--- src/rtl/demux_pkg.sv ---
`default_nettype none
// ============================================================================
// Module      : demux_pkg
// Description : Shared types and constants for the 1:11 slot demux bank.
// Revision    : 1.0 - initial release
// ============================================================================
package demux_pkg;

  // Control states of the bank
  typedef enum logic [1:0] {
    IDLE  = 2'd0,
    SWEEP = 2'd1,
    DONE  = 2'd2
  } state_t;

  // Slot geometry
  localparam int NUM_SLOTS    = 11;
  localparam int DEFAULT_SLOT = 9;
  localparam int LAST_SLOT    = 10;

  // Slot index type (a..k encoded as 0..10)
  typedef logic [3:0] slot_idx_t;

  localparam slot_idx_t LAST_SLOT_IDX = 4'd10;

  // True when an index names a real slot
  function automatic logic slot_in_range(input slot_idx_t idx);
    return (idx <= LAST_SLOT_IDX);
  endfunction

endpackage : demux_pkg
`default_nettype wire

--- src/rtl/slot_decoder.sv ---
`default_nettype none
// ============================================================================
// Module      : slot_decoder
// Description : Combinational 4-to-11 one-hot slot decoder. Indices above the
//               last slot fall back to DEFAULT_SLOT and raise err, matching the
//               read-side mux default. All outputs are zero while en is low.
// Revision    : 1.0 - initial release
// ============================================================================
module slot_decoder
  import demux_pkg::*;
(
  input  logic                 en,
  input  slot_idx_t            sel,
  output logic [NUM_SLOTS-1:0] onehot,
  output logic                 err
);

  // Decode the index; out-of-range indices map onto the default slot
  always_comb begin
    onehot = '0;
    err    = 1'b0;
    if (en) begin
      if (slot_in_range(sel)) begin
        for (int s = 0; s < NUM_SLOTS; s++) begin
          if (sel == slot_idx_t'(s)) begin
            onehot[s] = 1'b1;
          end
        end
      end else begin
        onehot[DEFAULT_SLOT] = 1'b1;
        err                  = 1'b1;
      end
    end
  end

endmodule : slot_decoder
`default_nettype wire

--- src/rtl/demux_1_11_bank.sv ---
`default_nettype none
// ============================================================================
// Module      : demux_1_11_bank
// Description : 1:11 demultiplexer bank. Scatters valid/ready words into
//               eleven registered slots (a..k), either by explicit select
//               (addressed mode) or by an automatic 0..10 sweep (sweep mode).
//               Optional macro DEMUX_CLEAR_ON_START_EN: an accepted start
//               zeroes every slot on the same edge (a same-cycle write to
//               slot a still lands).
// Revision    : 1.0 - initial release
// ============================================================================
module demux_1_11_bank
  import demux_pkg::*;
#(
  parameter int N = 5
) (
  input  logic                 clk,
  input  logic                 rst,
  input  logic                 start,
  input  logic                 mode,
  input  logic [3:0]           select,
  input  logic                 in_valid,
  output logic                 in_ready,
  input  logic [N-1:0]         data,
  output logic [N-1:0]         a,
  output logic [N-1:0]         b,
  output logic [N-1:0]         c,
  output logic [N-1:0]         d,
  output logic [N-1:0]         e,
  output logic [N-1:0]         f,
  output logic [N-1:0]         g,
  output logic [N-1:0]         h,
  output logic [N-1:0]         i,
  output logic [N-1:0]         j,
  output logic [N-1:0]         k,
  output logic [NUM_SLOTS-1:0] wr_strobe,
  output logic                 frame_done,
  output logic                 err_sel
);

  state_t                 r_state;
  state_t                 w_state_nxt;
  slot_idx_t              r_ptr;
  slot_idx_t              w_ptr_nxt;
  logic [NUM_SLOTS-1:0]   r_wr_strobe;
  logic                   r_frame_done;
  logic                   r_err_sel;

  logic                   w_in_ready;
  logic                   w_accept;
  logic                   w_restart;
  logic                   w_frame_last;
  slot_idx_t              w_wr_idx;
  logic [NUM_SLOTS-1:0]   w_wr_en;
  logic                   w_dec_err;
  logic [NUM_SLOTS*N-1:0] w_slot_bus;

  // Ready only in addressed IDLE or SWEEP, and never while reset is applied
  assign w_in_ready = ~rst & (((r_state == IDLE) & ~mode) | (r_state == SWEEP));
  assign w_accept   = in_valid & w_in_ready;

  // A start seen in SWEEP restarts the frame from slot a
  assign w_restart  = start & (r_state == SWEEP);

  // The 11th sweep write (without a restart) closes the frame
  assign w_frame_last = (r_state == SWEEP) & ~start & w_accept & (r_ptr == LAST_SLOT_IDX);

  // Target slot: explicit select in IDLE, otherwise the sweep pointer
  assign w_wr_idx = (r_state == IDLE) ? select :
                    (w_restart ? slot_idx_t'(0) : r_ptr);

  // One decoder drives both the slot write enables and the strobe
  slot_decoder u_slot_decoder (
    .en     (w_accept),
    .sel    (w_wr_idx),
    .onehot (w_wr_en),
    .err    (w_dec_err)
  );

`ifdef DEMUX_CLEAR_ON_START_EN
  logic w_start_acc;

  // Starts that are honoured: IDLE in sweep mode, or a restart in SWEEP
  assign w_start_acc = start & (((r_state == IDLE) & mode) | (r_state == SWEEP));
`endif

  // Next-state and pointer logic
  always_comb begin
    w_state_nxt = r_state;
    w_ptr_nxt   = r_ptr;
    case (r_state)
      IDLE: begin
        if (mode && start) begin
          w_state_nxt = SWEEP;
          w_ptr_nxt   = '0;
        end
      end
      SWEEP: begin
        if (start) begin
          w_ptr_nxt = w_accept ? slot_idx_t'(1) : slot_idx_t'(0);
        end else if (w_accept) begin
          if (r_ptr == LAST_SLOT_IDX) begin
            w_state_nxt = DONE;
            w_ptr_nxt   = '0;
          end else begin
            w_ptr_nxt = r_ptr + slot_idx_t'(1);
          end
        end
      end
      DONE: begin
        w_state_nxt = IDLE;
      end
      default: begin
        w_state_nxt = IDLE;
        w_ptr_nxt   = '0;
      end
    endcase
  end

  // State, pointer and single-cycle status pulses
  always_ff @(posedge clk) begin
    if (rst) begin
      r_state      <= IDLE;
      r_ptr        <= '0;
      r_wr_strobe  <= '0;
      r_frame_done <= 1'b0;
      r_err_sel    <= 1'b0;
    end else begin
      r_state      <= w_state_nxt;
      r_ptr        <= w_ptr_nxt;
      r_wr_strobe  <= w_wr_en;
      r_frame_done <= w_frame_last;
      r_err_sel    <= w_dec_err;
    end
  end

  // Slot storage: one register per slot, packed onto a shared bus
  for (genvar s = 0; s < NUM_SLOTS; s++) begin : g_slot
    logic [N-1:0] r_val;

    // Write wins over the optional frame-start clear
    always_ff @(posedge clk) begin
      if (rst) begin
        r_val <= '0;
      end else if (w_wr_en[s]) begin
        r_val <= data;
      end
`ifdef DEMUX_CLEAR_ON_START_EN
      else if (w_start_acc) begin
        r_val <= '0;
      end
`endif
    end

    assign w_slot_bus[s*N +: N] = r_val;
  end

  assign a = w_slot_bus[0*N  +: N];
  assign b = w_slot_bus[1*N  +: N];
  assign c = w_slot_bus[2*N  +: N];
  assign d = w_slot_bus[3*N  +: N];
  assign e = w_slot_bus[4*N  +: N];
  assign f = w_slot_bus[5*N  +: N];
  assign g = w_slot_bus[6*N  +: N];
  assign h = w_slot_bus[7*N  +: N];
  assign i = w_slot_bus[8*N  +: N];
  assign j = w_slot_bus[9*N  +: N];
  assign k = w_slot_bus[10*N +: N];

  assign in_ready   = w_in_ready;
  assign wr_strobe  = r_wr_strobe;
  assign frame_done = r_frame_done;
  assign err_sel    = r_err_sel;

endmodule : demux_1_11_bank
`default_nettype wire

--- config.mk ---
export PLATFORM = sky130hd
export DESIGN_NAME = demux_1_11_bank
export DESIGN_NICKNAME = d
export VERILOG_FILES = /design/src/rtl/demux_pkg.sv /design/src/rtl/slot_decoder.sv /design/src/rtl/demux_1_11_bank.sv
export SDC_FILE = /design/constraint.sdc
export NUM_CORES = 1
export LEC_CHECK = 0
export CAP_MARGIN = 0
export CORE_UTILIZATION = 25
export DETAILED_ROUTE_END_ITERATION = 8
export GPL_TIMING_DRIVEN = 0
export PLACE_DENSITY = 0.48
export RECOVER_POWER = 25
export SETUP_SLACK_MARGIN = 0.1
export SYNTH_ARGS = -nofsm -noshare
export SYNTH_HDL_FRONTEND = slang
export SYNTH_SLANG_ARGS = --single-unit
--- constraint.sdc ---
create_clock -name clk -period 4.55 [get_ports clk]
set_input_delay 1.1375 -clock clk [delete_from_list [all_inputs] [get_ports clk]]
set_output_delay 1.1375 -clock clk [all_outputs]
set_load 0.02 [all_outputs]
* After elaboration in Yosys (flattened, before gate mapping)
Index checks and enable logic that the tools add are counted.
** Word-level totals
- Bits in registers :: 74
- Bits of input ports :: 14
** Cells by class
- Bitwise operators :: 13
- Eq/ne operators :: 18
- Reduce and logical (&&, ||, !) cells :: 6
- Order comparisons :: 1
- Mux-type cells :: 29
- $add $sub $neg :: 1
** Operator list (number)
- $mux W4 :: 6
- $eq A4 B3 Y1 const B :: 4
- $eq A4 B4 Y1 const B :: 4
- $mux W1 :: 15
- $pmux W4 S3 :: 1
- $mux W11 :: 1
- $mux W9 :: 1
- $eq A4 B2 Y1 const B :: 2
- $mux W2 :: 4
- $and A1 B1 Y1 :: 7
- $not A1 Y1 :: 5
- $add A4 B1 Y4 const B :: 1
- $eq A4 B1 Y1 const B :: 1
- $le A4 B4 Y1 const B :: 1
- $logic_not A4 Y1 :: 1
- $ne A2 B1 Y1 const B :: 2
- $ne A2 B2 Y1 const B :: 2
- $pmux W2 S2 :: 1
- $reduce_and A4 Y1 :: 1
- $ne A3 B3 Y1 const B :: 1
- $reduce_and A3 Y1 :: 1
- $eq A2 B1 Y1 const B :: 1
- $eq A2 B2 Y1 const B :: 1
- $logic_not A2 Y1 :: 1
- 3 further kinds :: 3

* Longest topological paths before layout
Gate-level depths: netlist of the first run.
- Depth after elaboration :: 8
- Depth in mapped cells :: 7
- Mapped depth without buffers :: 7

* By module
Synthesis of the first run repeated with hierarchy kept, for this count alone.
** Unflattened totals
- Cell total of the unflattened synthesis :: 284
- Area total of the unflattened synthesis :: 2817.7 sq um
** Modules (own cells, without submodules)
- demux_1_11_bank :: cells each 264, area each 2713.9 sq um, times used 1, seq. area each 1481.4 sq um
- slot_decoder :: cells each 20, area each 103.8 sq um, times used 1, seq. area each 0.0 sq um

* Least setup slack after synthesis of the first run
No wires, ideal clock.
- Kind :: input -> output
- Start :: input port rst
- End :: output port in_ready
- Arrival :: 1.492 ns
- Path slack :: 1.920 ns
- Stages :: 2
- Cell sequence :: nor2_1 > and2_1
** On the way
- Longest elaborated chain between the ends :: 2
** Ends and longest elaborated chain
- start: declaration :: RTL line demux_1_11_bank.sv:18 : input logic rst,
- $not A1 Y1 :: RTL line demux_1_11_bank.sv:59 : assign w_in_ready = ~rst & (((r_state == IDLE) & ~mode) | (r_state == SWEEP));
- $and A1 B1 Y1 :: RTL line demux_1_11_bank.sv:59
- end: declaration :: RTL line demux_1_11_bank.sv:23 : output logic in_ready,
Every way passes these cells.

* Worst setup path after layout of the first run
Ends and elaborated chain as after synthesis.

==> metrics.txt, run 1 <==
area share of the largest cell type after synthesis 0.493; H-tree level count 3; Yosys cell types 47; initial antenna violation count 0; setup bufs post-CTS 0; Final period util 0.824; largest cells by area after synthesis dfxtp_1 49%, mux2i_1 11%, nand2_1 6.4%; Hold Crit Class register to register; Reg clk slew, reported paths 0.06 ns; unrepaired setup endpoints after global routing no; Syn Inst Count 306; fraction of registers with async set/reset 0; DRT iter0 DRCs 110; EDFF count, synth 0; post-cts sizing count 0; # setup viols final 0; number of fill cells 1,177; Reg2Reg Setup Slack 2.43 ns; fin nets 415; CP Data Required Time 3.41 ns; Post-DRT Antenna Nets 0; largest net degree at the start of global routing 15; vias per cell 4.67; skew final 0.0102 ns; flip-flop count of the largest register after layout 11; Die Wd 112 µm; fmax 0.267 GHz; Worst-Skew Late Latency 0.33 ns; I/O Buffers 82; Slew Viols, Final 0; CTS Root Cell clkbuf_16; CP endpoint kind output pin; status finished, violations left; violated checks design-rule violations; layout cell share with drive strength beyond 1 0.109; starting density of the core 0.260; post-synth top area cell dfxtp_1; Mapped Avg Cell Area 9.81 µm²; Max Cap Viol 0; Leak Pwr 1.83 nW; CTS hold repair buffers 0; Post-Syn Area 0.00300 mm²; relative slew slack 0.585; number of synthesized register bits 74; maximum vdd ir drop 0.000198 V; Ports 83; register area share after synthesis 0.493; fin crit period 3.75 ns; syn nets 322; post-synthesis to final-layout area growth 43.7%; die area 0.0125 mm²; crit path kind input port to output pin; DR vias 2,555; Worst EP arrival 2.61 ns; remaining global-route overflow 0; Hold Fails Final Rpt 0; yosys warns 0; ys flop type dfxtp_1; CTS tree done; GPL Wtd Cong 0.748; Post-DP HPWL 6170 µm; DR DRC count 5; global-route wire length before repair 13,800 µm; CP Launch Type input port; vias in the first global route 2,555; Row Count 39; die height 112 µm; pwr dens 350 mW/mm²; clk sinks 74; CTS Buf Count 9; setup total negative slack 0 ns; final core utilization 0.373; clk buf depth 2; Least-Margin Pin Slew 0.619 ns; Crit Path Max Fanout 7; Design Power 1.51 mW; WL/cell 15.6 µm; diode count 0; DRT Pass-1 Iters 6; core footprint 0.0116 mm²; final WL 8540 µm; GRT Util Overall 0.145
[power breakdown]
part | switching, mW | internal, mW | leakage, nW
Combinational | 0.0750 | 0.0407 | 1.08
Sequential | 0.00451 | 0.654 | 0.597
Clock | 0.289 | 0.445 | 0.150
[synth_stat cells (2+ instances only)]
cell,count
or3_1,3
buf_2,4
and2_1,5
a31o_2,4
o21a_1,3
nor4_1,5
o21ai_0,21
nand3_1,16
nor2b_1,5
dfxtp_1,74
inv_1,7
o311ai_0,7
clkbuf_1,8
nor4_4,2
nand3_2,2
a21oi_1,14
nor2_1,6
ha_1,2
o21ai_2,3
nand4_1,2
xor2_1,2
nand2_1,51
mux2i_1,34
nor3_1,3
[layer usage]
layer	GRT usage	part of all wire	vias to the layer above
li1	-	-	1286
met1	0.195	0.49	1175
met2	0.211	0.42	78
met3	0.0359	0.058	16
met4	0.0784	0.024	0
met5	0	0	-
[critical path, stage by stage]
cell,delay (ns)
clkdlybuf4s50_1,0.53
nor2_1,0.20
and2_1,0.15
clkdlybuf4s50_1,0.59
[final timing paths]
check,to,start,cells after the start
setup / recovery,in_ready,rst,4
hold / removal,b[3],b[3],2
setup reg to reg,i[1],r_state[1],5
hold reg to reg,b[3],b[3],2
[placed cells by master, fill, tap and decap left out, types with 3 or more instances in the layout]
cell	Yosys	routed
dfxtp_1	74	74
nand2_1	51	51
clkdlybuf4s50_1	0	47
dlygate4sd3_1	0	35
mux2i_1	34	34
o21ai_0	21	21
nand3_1	16	16
a21oi_1	14	14
clkbuf_16	0	9
clkbuf_1	8	8
inv_1	7	7
o311ai_0	7	7
nor2_1	6	6
and2_1	5	5
nor4_1	5	5
nor2b_1	5	5
buf_2	4	4
a31o_2	4	4
o21ai_2	3	3
or3_1	3	3
o21a_1	3	3
nor3_1	3	3
[per-stage QoR]
stage	cells	cell area [µm²]	setup WS (ns)	hold WS, ns
after floorplan	306	3000	1.92	0.508
after global routing	547	4310	0.742	0.482
after CTS	547	4310	0.785	0.467
after global placement	531	4000	0.789	0.447
final	547	4310	0.800	0.459
after detailed placement	531	4000	0.784	0.454
[cell families (layout without fill, tap and decap cells)]
logic type,Yosys count,count (layout),share of synthesized area
AND/OR/NAND/NOR,110,110,0.195
AO/OA/AOI/OAI,64,64,0.155
adder cells (fa/ha/maj),2,2,0.00833
XOR/XNOR,2,2,0.00583
multiplexers,34,34,0.113
flip-flops,74,74,0.493
buffers and inverters,20,118,0.0292
[layout make-up]
type	count	area, µm²	share of cell area
plain buffers	13	61.3	0.0142
clock buffers	10	239	0.0554
clock inverters	6	72.6	0.0168
inverters	7	26.3	0.00609
multi-input cells	212	1430	0.332
flip-flops and latches	74	1480	0.343
well taps	143	179	0.0415
repair buffers	82	821	0.190
No activity file was read; power rests on OpenSTA's default activity.
==> run 2: changes to the inputs <==
==> constraint.sdc (replaced) <==
create_clock -name clk -period 3.6 [get_ports clk]
set_input_delay 0.9 -clock clk [delete_from_list [all_inputs] [get_ports clk]]
set_output_delay 0.9 -clock clk [all_outputs]
set_load 0.02 [all_outputs]
==> results of run 2 <==
The final DEF is identical to that of run 1. Status: finished, violations left: design-rule violations.
Among the figures that moved: setup slack after placement 0.784 ns -> 0.309 ns; setup slack after layout 0.800 ns -> 0.325 ns; register-to-register setup slack 2.43 ns -> 1.48 ns; total power 1.51 mW -> 1.91 mW; worst IR drop on VDD 0.000198 V -> 0.000250 V
==> run 3: changes to the inputs <==
--- a/config.mk
+++ b/config.mk
@@ -6,10 +6,10 @@
 export NUM_CORES = 1
 export LEC_CHECK = 0
 export CAP_MARGIN = 0
-export CORE_UTILIZATION = 25
+export CORE_UTILIZATION = 48
 export DETAILED_ROUTE_END_ITERATION = 8
 export GPL_TIMING_DRIVEN = 0
-export PLACE_DENSITY = 0.48
+export PLACE_DENSITY = 0.81
 export RECOVER_POWER = 25
 export SETUP_SLACK_MARGIN = 0.1
 export SYNTH_ARGS = -nofsm -noshare
==> run 3 against run 2 <==
Against the previous run: the flow now finishes without violations; maximum frequency decreased by 0.90%; clock skew decreased by 0.0053 ns; clock power decreased by 37%.
==> metrics.txt, run 3 (synthesized netlist as in run 1, its figures left out) <==
status completed; number of fill cells 464 (-61%); WL/cell 15.8 µm (+1.4%); flip-flop count of the largest register after layout 11 (unchanged); initial antenna violation count 0 (unchanged); relative slew slack 0.562 (-0.0227); CP Data Required Time 2.70 ns; final non-filler cell area 0.00410 mm² (-5.1%); Slew Viols, Final 0 (unchanged); Row Count 28 (-28%); CTS Root Cell clkbuf_8; unrepaired setup endpoints after global routing no; maximum vdd ir drop 0.000281 V; DR vias 2,620 (+2.5%); fin crit period 3.30 ns; core footprint 0.00599 mm² (-48%); die height 81.1 µm (-27%); CTS hold repair buffers 0 (unchanged); post-cts sizing count 0 (unchanged); DRT iter0 DRCs 184 (+67%); Hold Fails Final Rpt 0 (unchanged); Worst EP arrival 2.40 ns; met3 usage 0.0865 (+0.0506); final WL 7570 µm (-11%); vias per cell 5.48 (+17%); post-synthesis to final-layout area growth 36.4%; clk sinks 74 (unchanged); DR DRC count 0 (-5); clk buf depth 2 (unchanged); setup total negative slack 0 ns (unchanged); Reg clk slew, reported paths 0.07 ns (about the same); Clock Power Share 0.374 (-0.113); pre-CTS worst setup slack 0.310 ns; met2 usage 0.378 (+0.167); met1 usage 0.294 (+0.0993); vias in the first global route 2,468 (-3.4%); Leak Pwr 1.77 nW (-3.2%); Post-DP HPWL 5410 µm (-12%); Final period util 0.918; Reg power frac 0.534 (+0.097); most frequent cells in the layout 74 x dfxtp_1, 51 x nand2_1, 47 x clkdlybuf4s50_1; diode count 0 (unchanged); largest net degree at the start of global routing 13 (-2); Post-DRT Antenna Nets 0 (unchanged); GRT Util Overall 0.244 (+0.0994); final core utilization 0.684 (+0.311); placed cells 463 (-13%); Hold Crit Class register to register; I/O Buffers 82 (unchanged); layout cell share with drive strength beyond 1 0.107 (-0.00221); setup bufs post-CTS 0 (unchanged); pwr dens 380 mW/mm²; Design Power 1.56 mW; Max Cap Viol 0 (unchanged); global-route wire length before repair 12,000 µm (-13%); CP Launch Type input port; Worst-Skew Late Latency 0.34 ns (about the same); P_int 1.16 mW; worst hold margin 0.462 ns (+0.00278 ns); DRT Pass-1 Iters 4 (-2); NetSw 0.396 mW; CTS Buf Count 9 (unchanged); GPL Wtd Cong 0.917 (+22%); commonest non-fill, non-tap cell in the layout dfxtp_1; CTS tree done; fin nets 415 (unchanged); Least-Margin Pin Slew 0.653 ns (+0.0339 ns); most congested layer reported by global routing met2; Ports 83 (unchanged); H-tree level count 3 (unchanged); Crit Path Max Fanout 7 (unchanged); Area after DPL 0.00392 mm² (-2.1%); # setup viols final 0 (unchanged); starting density of the core 0.501 (+0.242); sw frac 0.254; crit path kind input port to output pin; remaining global-route overflow 0 (unchanged); post-route non-filler standard cell count 478 (-13%); CP endpoint kind output pin; Die Wd 81.1 µm (-27%); Comb pwr share 0.092 (+0.015); die area 0.00658 mm² (-47%); skew final 0.00495 ns (-0.00525 ns); slack of the critical path 0.295 ns; fmax 0.303 GHz
-- run 3: cell count changes in the layout (fill, tap and decap cells not counted) --
| cell | previous run | this run |
|---|---|---|
| clkbuf_8 | 1 | 11 |
| clkbuf_16 | 9 | 0 |
| clkinv_2 | 0 | 2 |
| clkinv_4 | 2 | 0 |
| bufinv_16 | 1 | 0 |
| inv_6 | 2 | 1 |
-- run 3: worst paths after layout --
kind,from,endpoint,slack [ns],depth (start not counted)
min reg2reg,k[2],k[2],0.46,2
min,k[2],k[2],0.46,2
max,rst,in_ready,0.30,4
max reg2reg,r_state[0],h[3],1.47,5
-- run 3: power by group through the flow --
stage	sequential [mW]	combinational, mW	clock [mW]
after global placement	0.851	0.141	0
final	0.832	0.143	0.583
after detailed placement	0.851	0.143	0
after floorplan	0.858	0.0792	0
after global routing	0.833	0.155	0.627
after CTS	0.832	0.144	0.598
-- run 3: cell type report --
class | instances | area (µm²) | area share
buffer | 13 | 61.3 | 0.0150
clock buffer | 11 | 151 | 0.0370
clock inverter | 4 | 26.3 | 0.00642
inverter | 7 | 26.3 | 0.00642
multi-input combinational | 212 | 1430 | 0.350
sequential | 74 | 1480 | 0.362
tap | 75 | 93.8 | 0.0229
timing repair buffer | 82 | 821 | 0.200
-- run 3: layer usage --
layer,wire (µm),share of wire
met1,3230,0.43
met5,0,0
met2,3540,0.47
met4,143,0.019
met3,648,0.086
-- run 3: worst max-delay path, cell delays in order --
cell,delay [ns]
clkdlybuf4s50_1,0.57
nor2_1,0.21
and2_1,0.14
clkdlybuf4s50_1,0.59
